$ cat src/rtl/rc5_pkg.sv
// rc5_pkg: shared definitions for the RC5 round controller slice.
// Holds the default cipher word width and round count, the key-table size
// formula, and the FSM state and cipher-mode enumerations.
package rc5_pkg;

  localparam int RC5_W_DEF = 32;
  localparam int RC5_R_DEF = 12;

  typedef enum logic [1:0] {
    ST_IDLE = 2'd0,
    ST_RUN  = 2'd1,
    ST_DONE = 2'd2
  } rc5_state_e;

  typedef enum logic {
    MODE_ENC = 1'b0,
    MODE_DEC = 1'b1
  } rc5_mode_e;

  // Expanded key table holds 2R+2 words: two whitening words plus two per round.
  function automatic int rc5_t_entries(input int r);
    return 2 * r + 2;
  endfunction

endpackage

$ cat src/rtl/rc5_addr_gen.sv
// rc5_addr_gen: even key-table index counter for the RC5 round controller.
// On load it presents the first index of the sweep (0 going up, AMAX going
// down) in the same cycle; each step presents the next even index. The last
// flag marks the final index of the sweep in the chosen direction.
module rc5_addr_gen
  import rc5_pkg::*;
#(
  parameter int TL   = 5,
  parameter int AMAX = 24
) (
  input  logic          clk1,
  input  logic          rst,
  input  logic          load,
  input  logic          step,
  input  logic          dir,
  output logic [TL-1:0] addr,
  output logic          last
);

  localparam logic [TL-1:0] TOP = TL'(AMAX);
  localparam logic [TL-1:0] TWO = TL'(2);

  logic [TL-1:0] cnt_q;
  logic [TL-1:0] base;

  // Current index: the sweep start on load, otherwise the running count.
  always_comb begin
    base = cnt_q;
    if (load) begin
      base = dir ? TOP : '0;
    end
  end

  assign addr = base;
  assign last = dir ? (base == '0) : (base == TOP);

  // Advance two entries per issued address, up for encrypt and down for decrypt.
  always_ff @(posedge clk1) begin
    if (rst) begin
      cnt_q <= '0;
    end else if (load || step) begin
      cnt_q <= dir ? (base - TWO) : (base + TWO);
    end
  end

endmodule

$ cat src/rtl/rc5_round_ctrl.sv
// rc5_round_ctrl: sequences one RC5 block through the key-table reads and
// datapath operations (load, whitening, R rounds), then holds the result
// until the consumer takes it. Only one block is in flight at a time.
// Build option: define RC5_DECRYPT_EN to add the in_mode port and the
// reversed (decrypt) key order; without it the controller is encrypt-only.
module rc5_round_ctrl
  import rc5_pkg::*;
#(
  parameter int R = RC5_R_DEF,
  parameter int W = RC5_W_DEF
) (
  input  logic                                  clk1,
  input  logic                                  rst,
  input  logic                                  in_valid,
  output logic                                  in_ready,
`ifdef RC5_DECRYPT_EN
  input  logic                                  in_mode,
`endif
  output logic                                  s_rd_en,
  output logic [$clog2(rc5_t_entries(R))-1:0]   S_address,
  output logic                                  dp_load,
  output logic                                  dp_white,
  output logic                                  dp_step,
  output logic                                  dp_mode,
  output logic [$clog2(R+1)-1:0]                round_idx,
  output logic                                  out_valid,
  input  logic                                  out_ready
);

  localparam int T  = rc5_t_entries(R);
  localparam int TL = $clog2(T);
  localparam int RW = $clog2(R + 1);

  if (R < 1 || R > 255 || W < 1) begin : g_bad_param
    $error("rc5_round_ctrl: R must be 1..255 and W must be positive");
  end

  rc5_state_e    state_q, state_d;
  rc5_mode_e     mode_q;
  logic          mode_in;
  logic          fire;
  logic          dir;
  logic          vld_p0;
  logic          iss_q;
  logic [TL-1:0] addr;
  logic          last;
  logic          vld_p1;
  logic          last_p1;
  logic [RW-1:0] half_p1;
  logic          is_white;
  logic          is_step;

`ifdef RC5_DECRYPT_EN
  assign mode_in = in_mode;
`else
  assign mode_in = 1'b0;
`endif

  assign in_ready = (state_q == ST_IDLE) && !rst;
  assign fire     = in_valid && in_ready;
  assign dir      = fire ? mode_in : (mode_q == MODE_DEC);

  // ---- stage p0: key-table address issue (accept cycle through cycle R) ----
  assign vld_p0 = fire || ((state_q == ST_RUN) && iss_q && !rst);

  rc5_addr_gen #(
    .TL   (TL),
    .AMAX (2 * R)
  ) u_addr_gen (
    .clk1 (clk1),
    .rst  (rst),
    .load (fire),
    .step (vld_p0 && !fire),
    .dir  (dir),
    .addr (addr),
    .last (last)
  );

  assign s_rd_en   = vld_p0;
  assign S_address = vld_p0 ? addr : '0;
  assign dp_load   = fire;

  // Control state: issue window, op-stage valid/last, and the latched mode.
  always_ff @(posedge clk1) begin
    if (rst) begin
      iss_q   <= 1'b0;
      vld_p1  <= 1'b0;
      last_p1 <= 1'b0;
      mode_q  <= MODE_ENC;
    end else begin
      iss_q   <= vld_p0 && !last;
      vld_p1  <= vld_p0;
      last_p1 <= vld_p0 && last;
      if (fire) begin
        mode_q <= rc5_mode_e'(mode_in);
      end
    end
  end

  // ---- stage p1: datapath op using the S pair read one cycle earlier ----
  // Index a/2 of the pair names the op in both directions: 0 is whitening,
  // anything else is the round of that number.
  always_ff @(posedge clk1) begin
    half_p1 <= RW'(addr[TL-1:1]);
  end

  assign is_white  = vld_p1 && (half_p1 == '0) && !rst;
  assign is_step   = vld_p1 && (half_p1 != '0) && !rst;
  assign dp_white  = is_white;
  assign dp_step   = is_step;
  assign round_idx = is_step ? half_p1 : '0;

`ifdef RC5_DECRYPT_EN
  assign dp_mode = (mode_q == MODE_DEC) && !rst;
`else
  assign dp_mode = 1'b0;
`endif

  assign out_valid = (state_q == ST_DONE) && !rst;

  // FSM state register.
  always_ff @(posedge clk1) begin
    if (rst) begin
      state_q <= ST_IDLE;
    end else begin
      state_q <= state_d;
    end
  end

  // FSM next state: run until the last op has been applied, then hold the result.
  always_comb begin
    state_d = state_q;
    case (state_q)
      ST_IDLE: if (fire)      state_d = ST_RUN;
      ST_RUN:  if (last_p1)   state_d = ST_DONE;
      ST_DONE: if (out_ready) state_d = ST_IDLE;
      default:                state_d = ST_IDLE;
    endcase
  end

endmodule

$ cat config.mk
export PLATFORM = sky130hd
export DESIGN_NAME = rc5_round_ctrl
export DESIGN_NICKNAME = d
export VERILOG_FILES = /design/src/rtl/rc5_pkg.sv /design/src/rtl/rc5_addr_gen.sv /design/src/rtl/rc5_round_ctrl.sv
export SDC_FILE = /design/constraint.sdc
export NUM_CORES = 1
export LEC_CHECK = 0
export ABC_AREA = 1
export BUFFER_PORTS_ARGS = -buffer_cell sky130_fd_sc_hd__buf_4
export CAP_MARGIN = 10
export CORE_ASPECT_RATIO = 0.8
export CORE_UTILIZATION = 44
export DETAILED_ROUTE_END_ITERATION = 7
export HOLD_SLACK_MARGIN = 0.05
export PLACE_DENSITY = 0.69
export SETUP_SLACK_MARGIN = 0.2
export SLEW_MARGIN = 20
export SYNTH_ARGS = -nofsm -noshare
export SYNTH_HDL_FRONTEND = slang
export SYNTH_SLANG_ARGS = --single-unit
export TNS_END_PERCENT = 50
$ cat constraint.sdc
create_clock -name clk1 -period 4.5 [get_ports clk1]
set_input_delay 0.675 -clock clk1 [delete_from_list [all_inputs] [get_ports clk1]]
set_output_delay 0.675 -clock clk1 [all_outputs]
set_load 0.02 [all_outputs]
# Yosys cells after proc, flatten, opt, wreduce, memory -nomap -nowiden
# Cells that the tools add are included.
# classes
addsub	2
eq_ne	6
n_reduce_logical	22
muxes	11
# ops
op	count
5-bit 2-to-1 mux	4
1-bit logical AND	12
2-bit 2-to-1 mux	3
2-bit != test (second input constant)	3
2-bit one-hot mux with 3 select lines	1
5-bit by 2-bit adder with 5-bit output (second input constant)	1
5-bit == test (second input constant)	1
5-bit zero test	1
5-bit by 2-bit subtractor with 5-bit output (second input constant)	1
4-bit zero test	1
4-bit 2-to-1 mux	1
4-bit nonzero test	1
1-bit zero test	3
3-bit AND reduction	1
2-bit by 1-bit == test with 1-bit output (second input constant)	1
2-bit == test (second input constant)	1
2-bit zero test	1
1-bit logical OR	2
1-bit 2-to-1 mux	2
# totals
output_inout_bits	16
register_bits	15
input_bits	4
elab_cells	48

# Depth between registers and ports, before layout
# Gate-level depths: netlist (run 1).
# logic_depth
ltp_word	10
ltp_mapped	13
ltp_nobuf	11

# Hierarchy
# From an unflattened synthesis (run 1), not the netlist that was laid out.
# hier_totals
cells_unflattened	124
area_unflattened_um2	865.8
# by_module_without_submodules
module	cells_each	n_inst	seq_area_each_um2	area_each_um2
rc5_round_ctrl	64	1	200.2	488.0
rc5_addr_gen	60	1	100.1	377.9

# Least setup slack after synthesis (run 1)
# Ideal clock, no wire load.
# synth_path
path_kind	input to output
startpoint	input port rst
endpoint	output port round_idx[0]
path_buffers	1
required_ns	3.825
path_slack_ns	1.966
t_arrival_ns	1.859
cell_stages	4
path_cell_list	buf_6 -> nor3_1 -> inv_1 -> nor2_1
# synth_between
elab_chain_cells	3
# synth_rtl
element	line_no	text
start: declaration	rc5_round_ctrl.sv:13	input logic rst,
1-bit zero test	rc5_round_ctrl.sv:108	assign is_step = vld_p1 && (half_p1 != '0) && !rst;
1-bit logical AND	rc5_round_ctrl.sv:108	
via dp_step	rc5_round_ctrl.sv:23	output logic dp_step,
4-bit 2-to-1 mux	rc5_round_ctrl.sv:111	assign round_idx = is_step ? half_p1 : '0;
end: declaration	rc5_round_ctrl.sv:25	output logic [$clog2(R+1)-1:0] round_idx,
# The timed path passes the listed nets, and every way through them passes these cells.

# Worst setup path after layout (run 1)
# layout_path
startpoint	input port rst
endpoint	output port S_address[2]
# layout_between
elab_chain_cells	5
elab_cells_between_ends	7
classes_between	mux (2); reduce/logical (5)
# layout_rtl
element	line_no	text
1-bit zero test *	rc5_round_ctrl.sv:59, rc5_round_ctrl.sv:64	
1-bit logical AND	rc5_round_ctrl.sv:59	assign in_ready = (state_q == ST_IDLE) && !rst;
1-bit logical AND	rc5_round_ctrl.sv:60	assign fire = in_valid && in_ready;
5-bit 2-to-1 mux / 1-bit logical OR (equally long branches)	rc5_addr_gen.sv:29, rc5_round_ctrl.sv:64	
5-bit 2-to-1 mux *	rc5_round_ctrl.sv:80	assign S_address = vld_p0 ? addr : '0;
end: declaration	rc5_round_ctrl.sv:20	output logic [$clog2(rc5_t_entries(R))-1:0] S_address,
# Mark *: on every way between the ends. The rest lies on a longest branch, timed or not.

==> flow_summary.ini, run 1 <==
[finish]
num-fill-cells = 169
antennaDiodeCount = 0
register_area_um2 = 300
final_cell_area_um2 = 970
layout_common_cells = 18 x buf_4, 17 x nor2_1, 16 x inv_1
postLayoutCoreUtil_pct = 57.9
layout-drive-gt1-share_pct = 33.9
area_delta_synth_final_pct = 18.5
layout_commonest_cell = buf_4
final_nets = 130
multiInputGateArea_um2 = 395

[outcome]
status = finished clean

[yosys]
syn_avg_cell_area_um2 = 7.79
synthMuxAreaShare_pct = 0
synth.area.top_cells = dfxtp_1 37%, nor2_1 7.8%, inv_1 7.3%
synth_fa_ha_area_share_pct = 1.53
synth_seq_cells = 15
syn_area_um2 = 818
synth_xor_area_share_pct = 1.07
yosys.area.top_type_share_pct = 36.7
synth_top_family_by_area = simple AND/OR/NAND/NOR gates
netlist-cell-type-count = 29
synth-seq-area-share_pct = 36.7
ys.warnings.count = 0
post_synth_inst_count = 105
synth_compound_area_share_pct = 5.81
synth_fp_nets = 110
yosys.area.top_type = dfxtp_1
synthSimpleGateAreaFrac_pct = 39.4

[sta]
timing.hold.ws_ns = 0.442
drv_slew = 0
clock-skew-final_ns = 0.00115
grt_setup_unrepaired = false
finalSetupTns_ns = 0
post-route-period-util_pct = 50.3
clock.fmax_ghz = 0.442
worst_slack_ns = 2.24
final-setup-viol-count = 0
layout_min_cycle_time_ns = 2.26
finalHoldViolCount = 0

[global_route]
grt_max_degree = 14
grt_overflow = 0
grt_util_all_layers_pct = 17.2
grt_pass1_vias = 554
grt_pass1_wl_mm = 2.46
antenna_found_initial = 0

[worst_setup_path]
cp_common_cell = buf_4
crit_chain = buf_4, inv_6, nand3_4, nand2_1, nor2_1, buf_4
critical_path_class = in -> out
crit_path_top_delay_cell = nand2_1
critPathLaunchType = primary input
end_kind = output port
path_buf_inv = 3
cp_top_family = simple AND/OR/NAND/NOR gates
worstPathArrival_ns = 1.59
crit_fanout = 13
max_stage_delay_ns = 0.23
cp.required_ns = 3.83

[clock_tree]
cts_buffer_depth = 2
cts_num_sinks = 15
cts_tree = yes
cts_setup_buffers = 0
postCtsHoldBufs = 0
cts_buffers = 3
htree_levels = 1
clockRootBuffer = clkbuf_4
clk_pin_slew_ns = 0.09
clk_latency_ns = 0.29
cts-resized-gates = 0

[placement]
pre_cts_ws_ns = 2.22
dp_hpwl_mm = 1.19
gp_congestion = 0.881
port_buffers = 18
post_dp_cell_area_um2 = 942

[flow_run]
drv_cap = 0

[power_and_ir_drop]
pwr-share-seq_pct = 53.6
clkPwrFrac_pct = 28.9
peakVddDrop_mv = 0.167
p_sw_uw = 81.3
pwr-share-comb_pct = 17.5
power_density_nw_per_um2 = 280
p_int_uw = 190
switching_share_pct = 29.9
p_leak_nw = 0.473

[worst_hold_path]
min_path_type = reg -> reg

[drt]
wl_per_cell_um = 10.3
via_per_inst = 4.76
drtAntennaViolNets = 0
vias = 695
first_iter_violations = 15
first_pass_iters = 4
drc = 0
wl_mm = 1.50

[floorplan]
core_area_um2 = 1680
initial_utilization_pct = 48.8
std_cell_rows = 13
die_y_um = 40.6
ios = 20
die_w_um = 50.2
dieArea_um2 = 2040
[cells in the mapped netlist (all sizes together)]
cell	n
a211oi	1
a21oi	2
and2	2
buf	3
conb	1
dfxtp	15
ha	1
inv	21
nand2	18
nand3	10
nand4	3
nor2	19
nor3	2
nor4	1
o21ai	2
o21bai	1
o41ai	1
or2	1
xor2	1
[sequential cells by signal, indices dropped and copies added (netlist names)]
name,flops
half_p1,4
u_addr_gen.cnt_q,5
last_p1,1
state_q,2
iss_q,1
mode_q,1
vld_p1,1
[routing by layer]
metal  share of wire [%]  vias up  global-route usage (%)  wire [µm]
met5                   0        -                       0          0
met4                 1.4        0                    8.57         21
met3                 6.3        4                    5.68         95
met2                  45       20                    28.3        678
met1                  47      311                    20.5        703
li1                    -      360                       -          -
[cells by family (layout without fill, tap and decap cells)]
| family | after synthesis | in the layout |
|---|---|---|
| AOI/OAI and AO/OA | 7 | 7 |
| xor gates and xnor gates | 1 | 1 |
| adders and majority gates | 1 | 1 |
| buffers and inverters | 24 | 43 |
| DFF | 15 | 15 |
| other | 1 | 1 |
| and+or+nand+nor | 56 | 56 |
[power by group through the flow]
stage	clock [mW]	sequential, mW	combinational, mW
2_1_floorplan	0	0.148	0.0390
3_3_place_gp	0	0.148	0.0470
3_5_place_dp	0	0.149	0.0477
4_1_cts	0.0803	0.145	0.0479
5_1_grt	0.0862	0.146	0.0525
6_report	0.0785	0.145	0.0475
[worst paths after layout]
kind / start / to / slack (ns) / cells past startpoint
setup / recovery: rst / S_address[2] / 2.24 / 6
hold / removal: last_p1 / state_q[0] / 0.44 / 1
setup reg to reg: state_q[0] / u_addr_gen.cnt_q[3] / 2.65 / 11
hold reg to reg: last_p1 / state_q[0] / 0.44 / 1
[metrics by stage]
stage	total power, mW	instances
6_report	0.272	146
5_1_grt	0.285	146
4_1_cts	0.274	146
3_5_place_dp	0.196	142
3_3_place_gp	0.195	142
2_1_floorplan	0.187	105
[area by class of cell]
cell class	instances	area share (%)
Multi-Input combinational cell	66	40.8
Sequential cell	15	31.0
Timing Repair Buffer	18	13.9
Inverter	21	8.65
Tap cell	22	2.84
Clock buffer	3	2.32
Clock inverter	1	0.516
Power figures use the tool's default switching activity.
==> run 2, diff against run 1 <==
==> constraint.sdc (replaced) <==
create_clock -name clk1 -period 2.3 [get_ports clk1]
set_input_delay 0.345 -clock clk1 [delete_from_list [all_inputs] [get_ports clk1]]
set_output_delay 0.345 -clock clk1 [all_outputs]
set_load 0.02 [all_outputs]
==> run 2 against run 1 <==
Register-to-register slack got worse by 2.2 ns. Flip-flop and latch count did not move. Count of clock-buffer cells in the layout did not move. Clock power rose by 100%. Hold slack got worse by 0.12 ns. Sequential power rose by 96%. Worst setup slack got worse by 1.8 ns. Largest power group unchanged. Wire length rose by 2.7%. Critical path depth rose by 5. Largest cell class unchanged. Final cell count did not move.
==> flow_summary.ini, run 2 (same netlist as run 1, synthesis figures left out) <==
[placement]
post_dp_cell_area_um2 = 942
dp.cells = 142
port_buffers = 18
gp_congestion = 0.828
dp_hpwl_mm = 1.19

[worst_setup_path]
regToRegStartpoint = state_q[1]
endpoint = u_addr_gen.cnt_q[3]
critPathLaunch = state_q[1]
r2r_slack_ns = 0.42
crit_fanout = 13
end_kind = flop
critical_path_class = reg -> reg
cp.required_ns = 2.50
critPathLaunchType = flop
ff2ff_path_depth = 11
worstPathArrival_ns = 2.08
r2r_end = u_addr_gen.cnt_q[3]

[sta]
grt_setup_unrepaired = false
final-setup-viol-count = 0
layout_min_cycle_time_ns = 1.88
finalHoldViolCount = 0
finalSetupTns_ns = 0
clock-skew-final_ns = 0.0111
clock.fmax_ghz = 0.533
drv_slew = 0
post-route-period-util_pct = 81.6

[power_and_ir_drop]
p_leak_nw = 0.473
peakVddDrop_mv = 0.328
total_power_uw = 535
power_density_nw_per_um2 = 552

[clock_tree]
htree_levels = 1
cts_num_sinks = 15
postCtsHoldBufs = 0
cts_tree = yes
cts_setup_buffers = 0
clk_latency_ns = 0.29
cts_buffers = 3
cts-resized-gates = 0
clk_pin_slew_ns = 0.10
clockRootBuffer = clkbuf_4
cts_buffer_depth = 2

[floorplan]
dieArea_um2 = 2040
core_area_um2 = 1680
die_w_um = 50.2
std_cell_rows = 13
initial_utilization_pct = 48.8
ios = 20
die_y_um = 40.6

[drt]
wl_mm = 1.54
drtAntennaViolNets = 0
via_per_inst = 4.58
first_pass_iters = 4
wl_per_cell_um = 10.5
first_iter_violations = 10
vias = 669
drc = 0

[finish]
largest-register = u_addr_gen.cnt_q
largest_reg_flops = 5
antennaDiodeCount = 0
area_delta_synth_final_pct = 18.5
postLayoutCoreUtil_pct = 57.9
layout_commonest_cell = buf_4
layout-drive-gt1-share_pct = 33.9
layout_common_cells = 18 x buf_4, 17 x nor2_1, 16 x inv_1
num-fill-cells = 160
top_regs = u_addr_gen.cnt_q x5, half_p1 x4, state_q x2
final_nets = 130
final_cell_area_um2 = 970
layout.cells.non_filler = 146
register_area_um2 = 300
multiInputGateArea_um2 = 395

[global_route]
grt_pass1_vias = 590
grt_pass1_wl_mm = 2.55
grt_max_degree = 14
grt_util_all_layers_pct = 18.2
grt_overflow = 0
antenna_found_initial = 0

[worst_hold_path]
min_path_type = in -> reg
min_from = rst

[flow_run]
drv_cap = 0

[outcome]
status = finished clean
## run 2: cell counts in the layout (fill, tap and decap cells not counted)
Identical to the previous run, type by type.
## run 2: cell type report
cell class / count / area share, %
sequential: 15 / 31.0
inverter: 21 / 8.65
multi-input combinational: 66 / 40.8
clock buffer: 3 / 2.32
tap: 22 / 2.84
timing repair buffer: 18 / 13.9
clock inverter: 1 / 0.516
## run 2: through the flow
stage | hold slack (ns) | setup slack (ns)
CTS | 0.310 | 0.414
floorplan | 0.408 | 0.426
detailed placement | 0.425 | 0.337
global placement | 0.422 | 0.350
finish | 0.320 | 0.424
global route | 0.313 | 0.319
## run 2: how the worst min path moves through the flow
| stage | endpoint | slack [ns] | cells after the start |
|---|---|---|---|
| 2_1_floorplan | state_q[0] | 0.41 | 1 |
| 3_3_place_gp | state_q[0] | 0.42 | 1 |
| 6_report | mode_q | 0.32 | 2 |
| 5_1_grt | mode_q | 0.31 | 2 |
| 4_1_cts | state_q[1] | 0.31 | 2 |
| 3_5_place_dp | state_q[0] | 0.43 | 1 |
## run 2: power by group
part / total, mW / switching [mW] / internal (mW)
clock: 0.158 / 0.0932 / 0.0647
sequential: 0.284 / 0.0102 / 0.274
combinational: 0.0929 / 0.0593 / 0.0336
total: 0.535 / 0.163 / 0.372
## run 2: worst max-delay path: stages, from the launching register on
cell and delay (ns):
dfxtp_1 0.36, nor2_2 0.14, nand3_4 0.22, nand2_1 0.22
nand2_2 0.08, and2_1 0.14, ha_1 0.17, inv_1 0.05
nand2_1 0.07, xor2_1 0.16, o21bai_1 0.12, inv_1 0.05
## run 2: layer usage
layer / up-vias / wire length, µm / global-route usage (%)
li1: 363 / - / -
met1: 283 / 775 / 21.3
met2: 21 / 662 / 31.3
met3: 2 / 88 / 6.82
met4: 0 / 12 / 6.43
met5: - / 0 / 0
==> run 3, diff against run 2 <==
--- a/config.mk
+++ b/config.mk
@@ -5,7 +5,7 @@
 export SDC_FILE = /design/constraint.sdc
 export NUM_CORES = 1
 export LEC_CHECK = 0
-export ABC_AREA = 1
+export ABC_AREA = 0
 export BUFFER_PORTS_ARGS = -buffer_cell sky130_fd_sc_hd__buf_4
 export CAP_MARGIN = 10
 export CORE_ASPECT_RATIO = 0.8
==> constraint.sdc (replaced) <==
create_clock -name clk1 -period 1.9 [get_ports clk1]
set_input_delay 0.285 -clock clk1 [delete_from_list [all_inputs] [get_ports clk1]]
set_output_delay 0.285 -clock clk1 [all_outputs]
set_load 0.02 [all_outputs]
==> run 3 against run 2 <==
The run now ends with negative setup slack left. Utilization rose by 8.7 points. Largest power group unchanged. Hold slack lost 0.056 ns. Highest routed layer unchanged. Total power rose by 13%.
==> flow_summary.ini, run 3 <==
[worst_setup_path]
regToRegStartpoint = state_q[1]
worstPathArrival_ns = 2.10
r2r_end = u_addr_gen.cnt_q[3]
critical_path_class = reg -> reg
end_kind = flop
critPathLaunch = state_q[1]
r2r_slack_ns = -0.05
critPathLaunchType = flop
ff2ff_path_depth = 7
crit_fanout = 4
cp.required_ns = 2.05

[finish]
final_nets = 119
antennaDiodeCount = 0
top_regs = u_addr_gen.cnt_q x5, half_p1 x4, state_q x2
largest_reg_flops = 5
layout-drive-gt1-share_pct = 42.5
area_delta_synth_final_pct = 42.2
layout_common_cells = 22 x buf_4, 14 x dfxtp_1, 11 x and2_1
largest-register = u_addr_gen.cnt_q
layout_commonest_cell = buf_4

[yosys]
synth_fp_nets = 88
synth.area.top_cells = dfxtp_1 39%, and2_1 11%, a2111oi_4 3.6%
synth_commonest_cells = 15 x dfxtp_1, 13 x and2_1, 5 x a21oi_1, 5 x nand2_1
synth-seq-area-share_pct = 39.4
synth_seq_cells = 15
async_reset_ff_share_pct = 0
synth-main-ff-cell = dfxtp_1
netlist-cell-type-count = 35
yosys.area.top_type = dfxtp_1
post_synth_inst_count = 83
synth_edf_count = 0
ys.warnings.count = 0
yosys.area.top_type_share_pct = 39.4
syn_avg_cell_area_um2 = 9.18
yosysMostFrequentCell = dfxtp_1
syn_area_um2 = 762

[worst_hold_path]
min_to = state_q[1]
hold_depth = 3
min_from = out_ready
min_path_type = in -> reg

[power_and_ir_drop]
p_leak_nw = 0.457
power_density_nw_per_um2 = 559
peakVddDrop_mv = 0.360

[placement]
gp_congestion = 0.745
port_buffers = 18
pre_cts_ws_ns = -0.220
dp_hpwl_mm = 1.24

[clock_tree]
cts_buffers = 3
clk_latency_ns = 0.27
htree_levels = 1
cts_buffer_depth = 2
clockRootBuffer = clkbuf_4
postCtsHoldBufs = 0
cts_tree = yes
cts_num_sinks = 15
clk_pin_slew_ns = 0.09

[global_route]
grt_max_degree = 14
grt_util_all_layers_pct = 18.8
grt_pass1_vias = 574
grt_overflow = 0
antenna_found_initial = 0
grt_pass1_wl_mm = 2.55

[drt]
first_iter_violations = 17
vias = 687
drtAntennaViolNets = 0
first_pass_iters = 4
wl_per_cell_um = 12.5
via_per_inst = 5.09
drc = 0
wl_mm = 1.69

[sta]
finalHoldViolCount = 0
worst_slack_ns = -0.0453
grt_setup_unrepaired = true
clock.fmax_ghz = 0.514
final-setup-viol-count = 2
slew_headroom_pct = 67.1
clock-skew-final_ns = 0.00101
finalSetupTns_ns = -0.0678
post-route-period-util_pct = 102
layout_min_cycle_time_ns = 1.95
worstMarginPinSlew_ns = 0.481
drv_slew = 0

[floorplan]
dieArea_um2 = 1900
ios = 20
std_cell_rows = 13
die_w_um = 48.5
core_area_um2 = 1630
initial_utilization_pct = 46.8
die_y_um = 39.2

[flow_run]
drv_cap = 0

[outcome]
status = finished, violations left
violations = negative setup slack
run 3: repair_timing:
action | 4_1_cts | 5_1_grt
endpoints found under the setup margin | 4 | 10
pin swaps | 6 | 4
setup buffers | 1 | 3
hold endpoints to repair | 0 | 0
resized for setup | 11 | 4
run 3: how the worst max path moves through the flow:
stage / endpoint / slack, ns
after floorplan: u_addr_gen.cnt_q[3] / -0.18
after global placement: u_addr_gen.cnt_q[3] / -0.15
after detailed placement: u_addr_gen.cnt_q[3] / -0.22
after CTS: u_addr_gen.cnt_q[3] / -0.09
after global routing: u_addr_gen.cnt_q[3] / -0.1
final: u_addr_gen.cnt_q[3] / -0.05
run 3: logic make-up after synthesis:
logic type	Yosys count	share of synthesized area, %
and+or+nand+nor	42	35.1
DFF	15	39.4
AOI/OAI and AO/OA	11	12.1
buffers and inverters	10	7.55
xor gates and xnor gates	2	2.30
adders and majority gates	1	1.64
other	1	0.492
muxes	1	1.31
run 3: stage by stage:
step	cells	util [%]	power, mW	instance area, µm²	hold slack (ns)
floorplan	83	-	0.401	787	0.460
global placement	127	60.2	0.426	978	0.478
detailed placement	127	60.2	0.429	978	0.482
CTS	132	64.5	0.602	1050	0.265
global route	135	66.6	0.636	1080	0.280
finish	135	66.6	0.605	1080	0.264
run 3: per-layer routing:
layer | track usage [%] | part of all wire (%) | wire length (µm) | vias to the layer above
met4 | 9.56 | 2.1 | 35 | 0
met5 | 0 | 0 | 0 | -
met2 | 33.8 | 49 | 834 | 26
met1 | 22.3 | 44 | 737 | 309
met3 | 3.53 | 4.9 | 83 | 4
li1 | - | - | - | 348
run 3: power breakdown:
group / switching, mW / internal, mW / leakage (nW)
sequential: 0.0115 / 0.326 / 0.123
combinational: 0.0468 / 0.0454 / 0.320
clock: 0.0942 / 0.0811 / 0.0150
total: 0.153 / 0.453 / 0.457
run 3: critical path, cell delays in order (launching register included):
cell and delay [ns]:
dfxtp_2 0.33, or4b_4 0.56, and2_4 0.18, ha_4 0.17
nor3b_2 0.14, a31oi_1 0.07, a221oi_2 0.33, a2111oi_4 0.06
run 3: layout make-up:
cell class,count,area (µm²)
Fill cell,142,543
Multi-Input combinational cell,58,438
Sequential cell,15,302
Timing Repair Buffer,31,267
Tap cell,22,27.5
Clock buffer,4,26.3
Inverter,5,23.8
